--- src/rtl/fanout_pipe_tree.sv ---
// Registered broadcast tree: one WIDTH-bit word fanned out to NUM_OUT channels,
// no register driving more than MAX_FANOUT loads, with valid tracking and output controls.
module fanout_pipe_tree #(
    parameter int unsigned         WIDTH      = 1,
    parameter int unsigned         NUM_OUT    = 20,
    parameter int unsigned         MAX_FANOUT = 4,
    parameter logic [NUM_OUT-1:0]  INV_MASK   = {NUM_OUT{1'b0}},
    parameter int unsigned         CNT_W      = 16
) (
    input  logic                       clk,
    input  logic                       rst,
    input  logic [WIDTH-1:0]           in,
    input  logic                       in_valid,
    input  logic                       hold,
    input  logic [NUM_OUT-1:0]         out_en,
    output logic [NUM_OUT*WIDTH-1:0]   out,
    output logic [NUM_OUT-1:0]         out_valid,
    output logic [CNT_W-1:0]           acc_cnt
);

    // Smallest depth whose full fanout reaches every channel.
    function automatic int unsigned calc_levels(input int unsigned n, input int unsigned mf);
        int unsigned lvl;
        int unsigned reach;
        lvl   = 1;
        reach = mf;
        while (reach < n) begin
            reach = reach * mf;
            lvl   = lvl + 1;
        end
        return lvl;
    endfunction

    function automatic int unsigned stage_size(input int unsigned n, input int unsigned mf,
                                               input int unsigned levels, input int unsigned j);
        int unsigned div;
        div = 1;
        for (int unsigned k = 0; k < levels - 1 - j; k++) begin
            div = div * mf;
        end
        return (n + div - 1) / div;
    endfunction

    function automatic int unsigned stage_off(input int unsigned n, input int unsigned mf,
                                              input int unsigned levels, input int unsigned j);
        int unsigned sum;
        sum = 0;
        for (int unsigned k = 0; k < j; k++) begin
            sum = sum + stage_size(n, mf, levels, k);
        end
        return sum;
    endfunction

    localparam int unsigned LEVELS   = calc_levels(NUM_OUT, MAX_FANOUT);
    localparam int unsigned LEAF_OFF = stage_off(NUM_OUT, MAX_FANOUT, LEVELS, LEVELS - 1);
    localparam int unsigned TOTAL    = LEAF_OFF + NUM_OUT;

    // All stages packed end to end; the last NUM_OUT entries are the output registers.
    logic [TOTAL-1:0][WIDTH-1:0] data_q;
    logic [TOTAL-1:0][WIDTH-1:0] data_d;
    logic [TOTAL-1:0]            valid_q;
    logic [TOTAL-1:0]            valid_d;
    logic [CNT_W-1:0]            cnt_q;
    logic [CNT_W-1:0]            cnt_d;

    for (genvar j = 0; j < int'(LEVELS); j++) begin : g_stage
        localparam int unsigned OFF  = stage_off(NUM_OUT, MAX_FANOUT, LEVELS, j);
        localparam int          SIZE = int'(stage_size(NUM_OUT, MAX_FANOUT, LEVELS, j));

        for (genvar i = 0; i < SIZE; i++) begin : g_reg
            logic [WIDTH-1:0] src_data;
            logic             src_valid;

            if (j == 0) begin : g_root
                assign src_data  = in;
                assign src_valid = in_valid;
            end else begin : g_child
                localparam int unsigned PARENT =
                    stage_off(NUM_OUT, MAX_FANOUT, LEVELS, j - 1) + i / MAX_FANOUT;
                assign src_data  = data_q[PARENT];
                assign src_valid = valid_q[PARENT];
            end

            // Leaf registers apply channel enable and polarity; a disabled channel keeps its data.
            if (j == int'(LEVELS) - 1) begin : g_leaf
                assign data_d[OFF + i]  = out_en[i] ? (src_data ^ {WIDTH{INV_MASK[i]}})
                                                    : data_q[OFF + i];
                assign valid_d[OFF + i] = out_en[i] & src_valid;
            end else begin : g_inner
                assign data_d[OFF + i]  = src_data;
                assign valid_d[OFF + i] = src_valid;
            end
        end
    end

    // Saturating count of words accepted into the tree.
    always_comb begin
        cnt_d = cnt_q;
        if (in_valid && (cnt_q != {CNT_W{1'b1}})) begin
            cnt_d = cnt_q + CNT_W'(1);
        end
    end

    always_ff @(posedge clk or posedge rst) begin
        if (rst) begin
            data_q  <= '0;
            valid_q <= '0;
            cnt_q   <= '0;
        end else if (!hold) begin
            data_q  <= data_d;
            valid_q <= valid_d;
            cnt_q   <= cnt_d;
        end
    end

    assign out       = data_q[TOTAL-1:LEAF_OFF];
    assign out_valid = valid_q[TOTAL-1:LEAF_OFF];
    assign acc_cnt   = cnt_q;

endmodule
--- config.mk ---
export PLATFORM = sky130hd
export DESIGN_NAME = fanout_pipe_tree
export DESIGN_NICKNAME = d
export VERILOG_FILES = /design/src/rtl/fanout_pipe_tree.sv
export SDC_FILE = /design/constraint.sdc
export NUM_CORES = 1
export LEC_CHECK = 0
export BUFFER_PORTS_ARGS = -buffer_cell sky130_fd_sc_hd__buf_2
export CORE_MARGIN = 10
export CORE_UTILIZATION = 50
export CTS_CLUSTER_DIAMETER = 30
export DETAILED_ROUTE_END_ITERATION = 8
export PLACE_DENSITY = 0.78
export SKIP_CTS_REPAIR_TIMING = 1
export SYNTH_ARGS = -nofsm -noshare
export SYNTH_HDL_FRONTEND = slang
export SYNTH_SLANG_ARGS = --single-unit
--- constraint.sdc ---
create_clock -name clk -period 3 [get_ports clk]
set_clock_uncertainty 0.15 [all_clocks]
set_input_delay 0.45 -clock clk [delete_from_list [all_inputs] [get_ports clk]]
set_output_delay 0.45 -clock clk [all_outputs]
set_load 0.03 [all_outputs]
# == Yosys cells after proc, flatten, opt, wreduce, memory -nomap -nowiden ==
# Index checks and enable logic that the tools add are counted.
# op_classes
n_eq_ne,1
addsub,1
bitwise_logic,21
reduce_logical,22
# op_table
cell,n
$reduce_and A2 Y1,21
$and A1 B1 Y1,20
$add A16 B1 Y16 const B,1
$ne A16 B16 Y1 const B,1
$logic_and A1 B1 Y1,1
$not A1 Y1,1
# totals
word_cells,69
output_inout_bits,56
reg_bits,65
inputBits,25

# == Logic depth before layout (Yosys ltp) ==
# Gate-level depths: netlist of run 1.
# logic_depth
ltp_word,3
mapped_depth,5
ltp_nobuf,5

# == Worst setup path after synthesis of run 1 ==
# OpenSTA, ideal clock, no wires.
# synth_timing
path_type,reg-to-reg
from,register cnt_q[0] (netlist: acc_cnt[0])
to,register cnt_q[1] (netlist: acc_cnt[1])
setup_ns,0.125
path_slack_ns,0.951
required_time_ns,2.725
period_less_slack_ns,2.049
path_buffers,0
arrival_time_ns,1.774
stages_incl_launch_ff,5
path_cell_list,dfrtp_1 ha_1 nand3_2 o41ai_4 mux2_4
# synth_between
elab_chain_cells,3
word_cells_on_any_way,4
cone_classes,1 x add/sub; 1 x eq/ne; 2 x reduce/logical
# synth_rtl
item,line,text
from (decl),63,logic [CNT_W-1:0] cnt_q;
from (signal assigned),112,cnt_q <= cnt_d;
"parallel branches: the longest is 3 deep, another holds $add A16 B1 Y16",-,
# Parallel ways; which one is timed is not known.
# A chain may end at the register's enable or synchronous reset.

# == Worst setup path in the final report of run 1 ==
# Same ends and word-level chain as after synthesis.

==> flow_metrics.env, run 1 <==
export IMPL_status="complete, but fails checks"
export IMPL_violations="negative hold slack"
export IMPL_crit_chain="ha_1 -> nand3_2 -> o41ai_4 -> mux2_4"
export IMPL_place_hpwl_um=4210
export IMPL_area_growth_pct=18.8
export IMPL_dieArea_mm2=0.00866
export IMPL_drc=0
export IMPL_synth_cells=209
export IMPL_rows=26
export IMPL_path_buf_inv=0
export IMPL_dr_pass1_iters=4
export IMPL_grt_max_degree=48
export IMPL_worstPathRequired_ps=3060
export IMPL_die_y_um=93.1
export IMPL_die_x_um=93.1
export IMPL_drv_cap=0
export IMPL_cts_sinks=60
export IMPL_grt_pass1_wl_um=9400
export IMPL_multi_input_area_um2=972
export IMPL_ys_seq_area_share_pct=56.2
export IMPL_timing_final_crit_share_pct=67.0
export IMPL_fill_cells=457
export IMPL_wl_um=5740
export IMPL_crit_family="compound AO/OA/AOI/OAI gates"
export IMPL_ioPinCount=81
export IMPL_cp_start_kind="register"
export IMPL_fin_tns_setup_ps=0
export IMPL_arrival_ps=2070
export IMPL_hold_class="input pin to asynchronous set/reset pin"
export IMPL_synth_nets=235
export IMPL_wire_per_inst_um=16.5
export IMPL_track_usage_pct=13.6
export IMPL_nets=299
export IMPL_fin_crit_ps=2010
export IMPL_stdcell_count=348
export IMPL_drt_initial_drc_count=97
export IMPL_place_inst=332
export IMPL_tightest_slew_ps=883
export IMPL_ys_ff_latch=60
export IMPL_peakVddDrop_v=0.000455
export IMPL_cts_root_buf="clkbuf_8"
export IMPL_cts_buffer_depth=2
export IMPL_synth_top_cell_area_share_pct=56.2
export IMPL_power_leakage_uw=0.00164
export IMPL_cts_buffers=9
export IMPL_port_buffers=80
export IMPL_synth_area_leader_cell="dfrtp_1"
export IMPL_avgSynthCellArea_um2=12.8
export IMPL_final_layout_size_suffix_gt1_share_pct=45.7
export IMPL_final_hold_viol_count=20
export IMPL_core_area_mm2=0.00514
export IMPL_final_seq_area_mm2=0.00150
export IMPL_netlist_top_cells_area="dfrtp_1, mux2_2, a22o_1"
export IMPL_slowest_delay_ps=610
export IMPL_drtAntennaViolNets=0
export IMPL_cts_tree="done"
export IMPL_worstSetupPathType="register to register"
export IMPL_htree_num_levels=3
export IMPL_slew_violations=0
export IMPL_whs_ps=-14.7
export IMPL_setup_violations=0
export IMPL_diodes=0
export IMPL_synth_warnings=0
export IMPL_relSlewSlack_pct=40.9
export IMPL_synth_area_mm2=0.00267
export IMPL_clock_latency_ps=330
export IMPL_avgViaCountPerCell=5.04
export IMPL_grt_ovfl_total=0
export IMPL_path_max_fanout=9
export IMPL_gp_congestion=0.797
export IMPL_grt_pass1_vias=1890
export IMPL_ys_types=28
export IMPL_fin_util_pct=61.7
export IMPL_critical_path_slowest_cell="o41ai_4"
export IMPL_rsz0062_at_grt="no"
export IMPL_max_freq_mhz=497
export IMPL_end_kind="register"
export IMPL_pwr_density_cell_mw_per_mm2=760
export IMPL_cts_clk_slew_worst_paths_ps=70
export IMPL_initial_core_util_pct=51.9
export IMPL_antenna_found_initial=0
export IMPL_via_count=1754
==> Yosys cell counts <==
master    count
dfrtp_1      60
mux2_2       23
a22o_1       20
buf_4        20
nand2b_1     19
xor2_1       12
clkbuf_1      9
nor2_1        6
nand2_1       5
nor3_1        5
inv_1         4
nand3_1       3
nand4_1       3
nor2b_1       3
xnor2_1       3
nor4_1        2
a21o_1        1
ha_1          1
mux2_4        1
nand3_2       1
nand3b_1      1
nand4_4       1
nor3b_1       1
nor4_2        1
nor4b_2       1
o41ai_4       1
or3_1         1
or4_4         1
==> layer usage <==
layer / vias up / part of all wire [%] / track usage (%)
met1: 863 / 43 / 15.9
met5: - / 0 / 0
li1: 834 / - / -
met2: 46 / 49 / 21.9
met3: 11 / 5.5 / 4.24
met4: 0 / 2.3 / 7.33
==> cell usage in the layout, fill, tap and decap left out, types with 5 or more instances in the layout <==
master	count
buf_2	80
nor3_1	5
dfrtp_1	60
mux2_2	23
xor2_1	12
a22o_1	20
nand2_1	5
nand2b_1	19
nor2_1	6
clkbuf_8	12
==> stage by stage <==
step / total power, uW / setup slack, ps / cell area [um2] / hold WS (ps)
floorplan: 1590 / 915 / 2670 / 300
detailed placement: 1790 / 737 / 2990 / 318
finish: 2410 / 989 / 3170 / -14.7
global route: 2540 / 809 / 3170 / 18.7
CTS: 2450 / 966 / 3170 / -7.44
global placement: 1770 / 793 / 2990 / 311
==> area by class of cell <==
class / count / area share (%)
clock inverter: 1 / 0.158
tap: 70 / 2.76
sequential: 60 / 47.3
inverter: 4 / 0.473
timing repair buffer: 82 / 13.1
multi-input combinational: 116 / 30.6
clock buffer: 15 / 5.56
==> worst paths after layout <==
path	cells after the start	to	startpoint	slack, ps
worst max-delay path	4	acc_cnt[1]$_DFFE_PP0P_	acc_cnt[0]$_DFFE_PP0P_	990
worst min-delay path	2	acc_cnt[3]$_DFFE_PP0P_	rst	-10
worst max register to register	4	acc_cnt[1]$_DFFE_PP0P_	acc_cnt[0]$_DFFE_PP0P_	990
worst min register to register	1	valid_q[1]$_DFFE_PP0N_	valid_q[1]$_DFFE_PP0N_	330
max in group asynchronous	3	valid_q[8]$_DFFE_PP0N_	rst	2010
min in group clk	2	valid_q[16]$_DFFE_PP0N_	out_en[9]	200
==> cells by family (layout without fill, tap and decap cells) <==
group	count (synthesis)	in the layout	synth area share, %
AO/OA/AOI/OAI	22	22	7.87
adder cells (fa/ha/maj)	1	1	0.469
buffers and inverters	33	102	7.45
multiplexers	24	24	10.3
flip-flops	60	60	56.2
XOR/XNOR	15	15	4.92
AND/OR/NAND/NOR	54	54	12.8
==> state kept, by name (all words and copies together) (netlist names) <==
name,count
valid_q,22
out,20
g_stage.g.src_data,2
acc_cnt,16
==> power breakdown <==
| part | internal (uW) | leakage, uW | switching (uW) |
|---|---|---|---|
| Clock | 368 | 0.0000937 | 287 |
| Sequential | 952 | 0.000753 | 119 |
| Combinational | 237 | 0.000792 | 449 |
(Power assumes the default switching activity.)
==> run 2: changes to the inputs <==
--- a/config.mk
+++ b/config.mk
@@ -5,6 +5,7 @@
 export SDC_FILE = /design/constraint.sdc
 export NUM_CORES = 1
 export LEC_CHECK = 0
+export ABC_AREA = 1
 export BUFFER_PORTS_ARGS = -buffer_cell sky130_fd_sc_hd__buf_2
 export CORE_MARGIN = 10
 export CORE_UTILIZATION = 50
==> constraint.sdc (replaced) <==
create_clock -name clk -period 2 [get_ports clk]
set_clock_uncertainty 0.15 [all_clocks]
set_input_delay 0.3 -clock clk [delete_from_list [all_inputs] [get_ports clk]]
set_output_delay 0.3 -clock clk [all_outputs]
set_load 0.03 [all_outputs]
==> run 2 against run 1 <==
Net effect:
- the flow now finishes without violations
- routed wire length increased by 12%
- via count increased by 31%
- synthesized cell count increased by 56%
- synthesized area increased by 3.1%
- largest cell class unchanged
- hold slack improved by 34 ps
- highest routed layer unchanged
- utilization increased by 1.2 points
==> flow_metrics.env, run 2 <==
export IMPL_status="finished, final reports clean"
export IMPL_arrival_ps=1870
export IMPL_drv_cap=0
export IMPL_timing_final_crit_share_pct=90.1
export IMPL_wl_um=6410
export IMPL_htree_num_levels=3
export IMPL_design_area_mm2=0.00330
export IMPL_wire_per_inst_um=13.6
export IMPL_end_kind="register"
export IMPL_largest_register_ffs=22
export IMPL_via_count=2300
export IMPL_setup_violations=0
export IMPL_rsz0062_at_grt="no"
export IMPL_track_usage_pct=15.0
export IMPL_avgViaCountPerCell=4.88
export IMPL_top_register="valid_q"
export IMPL_clock_latency_ps=320
export IMPL_cts_root_buf="clkbuf_8"
export IMPL_worstPathRequired_ps=2070
export IMPL_place_hpwl_um=4620
export IMPL_drtAntennaViolNets=0
export IMPL_grt_pass1_wl_um=10500
export IMPL_rows=26
export IMPL_worstSetupPathType="register to register"
export IMPL_power_leakage_uw=0.00173
export IMPL_ys_ff_latch=60
export IMPL_port_buffers=80
export IMPL_netlist_top_cells_count="nand2_1, dfrtp_1, o21ai_0"
export IMPL_peakVddDrop_v=0.000705
export IMPL_synth_edf_count=0
export IMPL_netlist_top_cells_area="dfrtp_1, nand2_1, o21ai_0"
export IMPL_synth_top_cell_area_share_pct=54.5
export IMPL_diodes=0
export IMPL_dieArea_mm2=0.00888
export IMPL_relSlewSlack_pct=60.4
export IMPL_final_hold_viol_count=0
export IMPL_nets=422
export IMPL_yosysMostFrequentCell="nand2_1"
export IMPL_synth_area_mm2=0.00275
export IMPL_initial_core_util_pct=52.6
export IMPL_async_flop_share_pct=100
export IMPL_grt_pass1_vias=2233
export IMPL_max_freq_mhz=555
export IMPL_ys_types=20
export IMPL_mostFrequentLayoutCell="nand2_1"
export IMPL_avgSynthCellArea_um2=8.42
export IMPL_cts_tree="done"
export IMPL_tightest_slew_ps=594
export IMPL_stdcell_count=471
export IMPL_dp_slack_ps=187
export IMPL_cts_clk_slew_worst_paths_ps=60
export IMPL_synth_flop_cell="dfrtp_1"
export IMPL_synth_cells=327
export IMPL_gp_congestion=0.839
export IMPL_antenna_found_initial=0
export IMPL_die_y_um=94.2
export IMPL_worst_slack_ps=197
export IMPL_ys_seq_area_share_pct=54.5
export IMPL_final_layout_size_suffix_gt1_share_pct=27.9
export IMPL_drt_initial_drc_count=100
export IMPL_fin_tns_setup_ps=0
export IMPL_place_inst=454
export IMPL_placedInstanceArea_mm2=0.00309
export IMPL_final_cell_mix="nand2_1, buf_2, dfrtp_1, o21ai_0, nor2_1"
export IMPL_drc=0
export IMPL_dr_pass1_iters=4
export IMPL_grt_max_degree=33
export IMPL_hold_class="input pin to register"
export IMPL_fin_crit_ps=1800
export IMPL_whs_ps=18.8
export IMPL_cp_start_kind="register"
export IMPL_r2r_setup_slack_ps=200
export IMPL_area_growth_pct=19.7
export IMPL_cts_buffer_depth=2
export IMPL_grt_ovfl_total=0
export IMPL_pwr_density_cell_mw_per_mm2=982
export IMPL_synth_area_leader_cell="dfrtp_1"
export IMPL_cts_sinks=60
export IMPL_cts_buffers=9
export IMPL_core_area_mm2=0.00524
export IMPL_ioPinCount=81
export IMPL_synth_nets=353
export IMPL_path_max_fanout=13
export IMPL_synth_warnings=0
export IMPL_die_x_um=94.2
export IMPL_slew_violations=0
## run 2: cell types whose count changed after synthesis, sizes merged, moves of 2 or more
cell	previous run	this run
nand3	4	7
a22o	20	0
nand2	5	136
mux2	24	0
nor2	6	16
nor3	5	0
xor2	12	0
nor4	3	0
buf	20	22
o21ai	0	50
inv	4	15
xnor2	3	7
nor2b	3	0
nand2b	19	0
## run 2: layer usage
layer	vias up	wire length (um)	GRT usage [%]	part of all wire (%)
li1	1157	-	-	-
met1	1055	2850	18.7	44
met2	76	2950	22.7	46
met3	12	511	5.12	8.0
met4	0	104	7.22	1.6
met5	-	0	0	0
## run 2: stage by stage
step                      util (%)  power, uW
after global routing          62.9       3410
after global placement        59.0       2190
after detailed placement      59.0       2210
after CTS                     62.7       3270
after floorplan                  -       2020
final                         62.9       3240
## run 2: path summary, 6_finish.rpt
check	startpoint	to	depth (start not counted)
setup / recovery	acc_cnt[0]$_DFFE_PP0P_	acc_cnt[12]$_DFFE_PP0P_	8
setup reg to reg	acc_cnt[0]$_DFFE_PP0P_	acc_cnt[12]$_DFFE_PP0P_	8
hold / removal	in	g_stage[1].g_reg[4].src_data$_DFFE_PP0N_	3
max in group asynchronous	rst	valid_q[1]$_DFFE_PP0N_	4
min in group asynchronous	rst	acc_cnt[2]$_DFFE_PP0P_	4
hold reg to reg	valid_q[25]$_DFFE_PP0N_	valid_q[25]$_DFFE_PP0N_	2
## run 2: logic make-up (layout without fill, tap and decap cells)
family	count (synthesis)	count (layout)	share of synthesized area, %
flip-flops	60	60	54.5
XOR/XNOR	7	7	2.23
buffers and inverters	46	120	9.63
AO/OA/AOI/OAI	50	50	9.50
AND/OR/NAND/NOR	163	163	23.7
adder cells (fa/ha/maj)	1	1	0.454
## run 2: power by group
part | internal (uW) | switching (uW)
clock network | 608 | 452
registers | 1360 | 103
logic | 205 | 514
## run 2: area by class of cell
type	instances	area, um2
clock buffer	12	145
timing repair buffer	88	463
multi-input combinational	221	987
clock inverter	4	48.8
tap	70	87.6
inverter	16	62.6
sequential	60	1500
fill	471	1940
## run 2: worst max-delay path, stage by stage (launching register included)
cell      delay (ps)
dfrtp_1          410
ha_1             230
nand3_2          120
clkinv_1          90
nand2_2           80
o21ai_4          320
inv_4            140
nand2_1          100
nand2_1           50
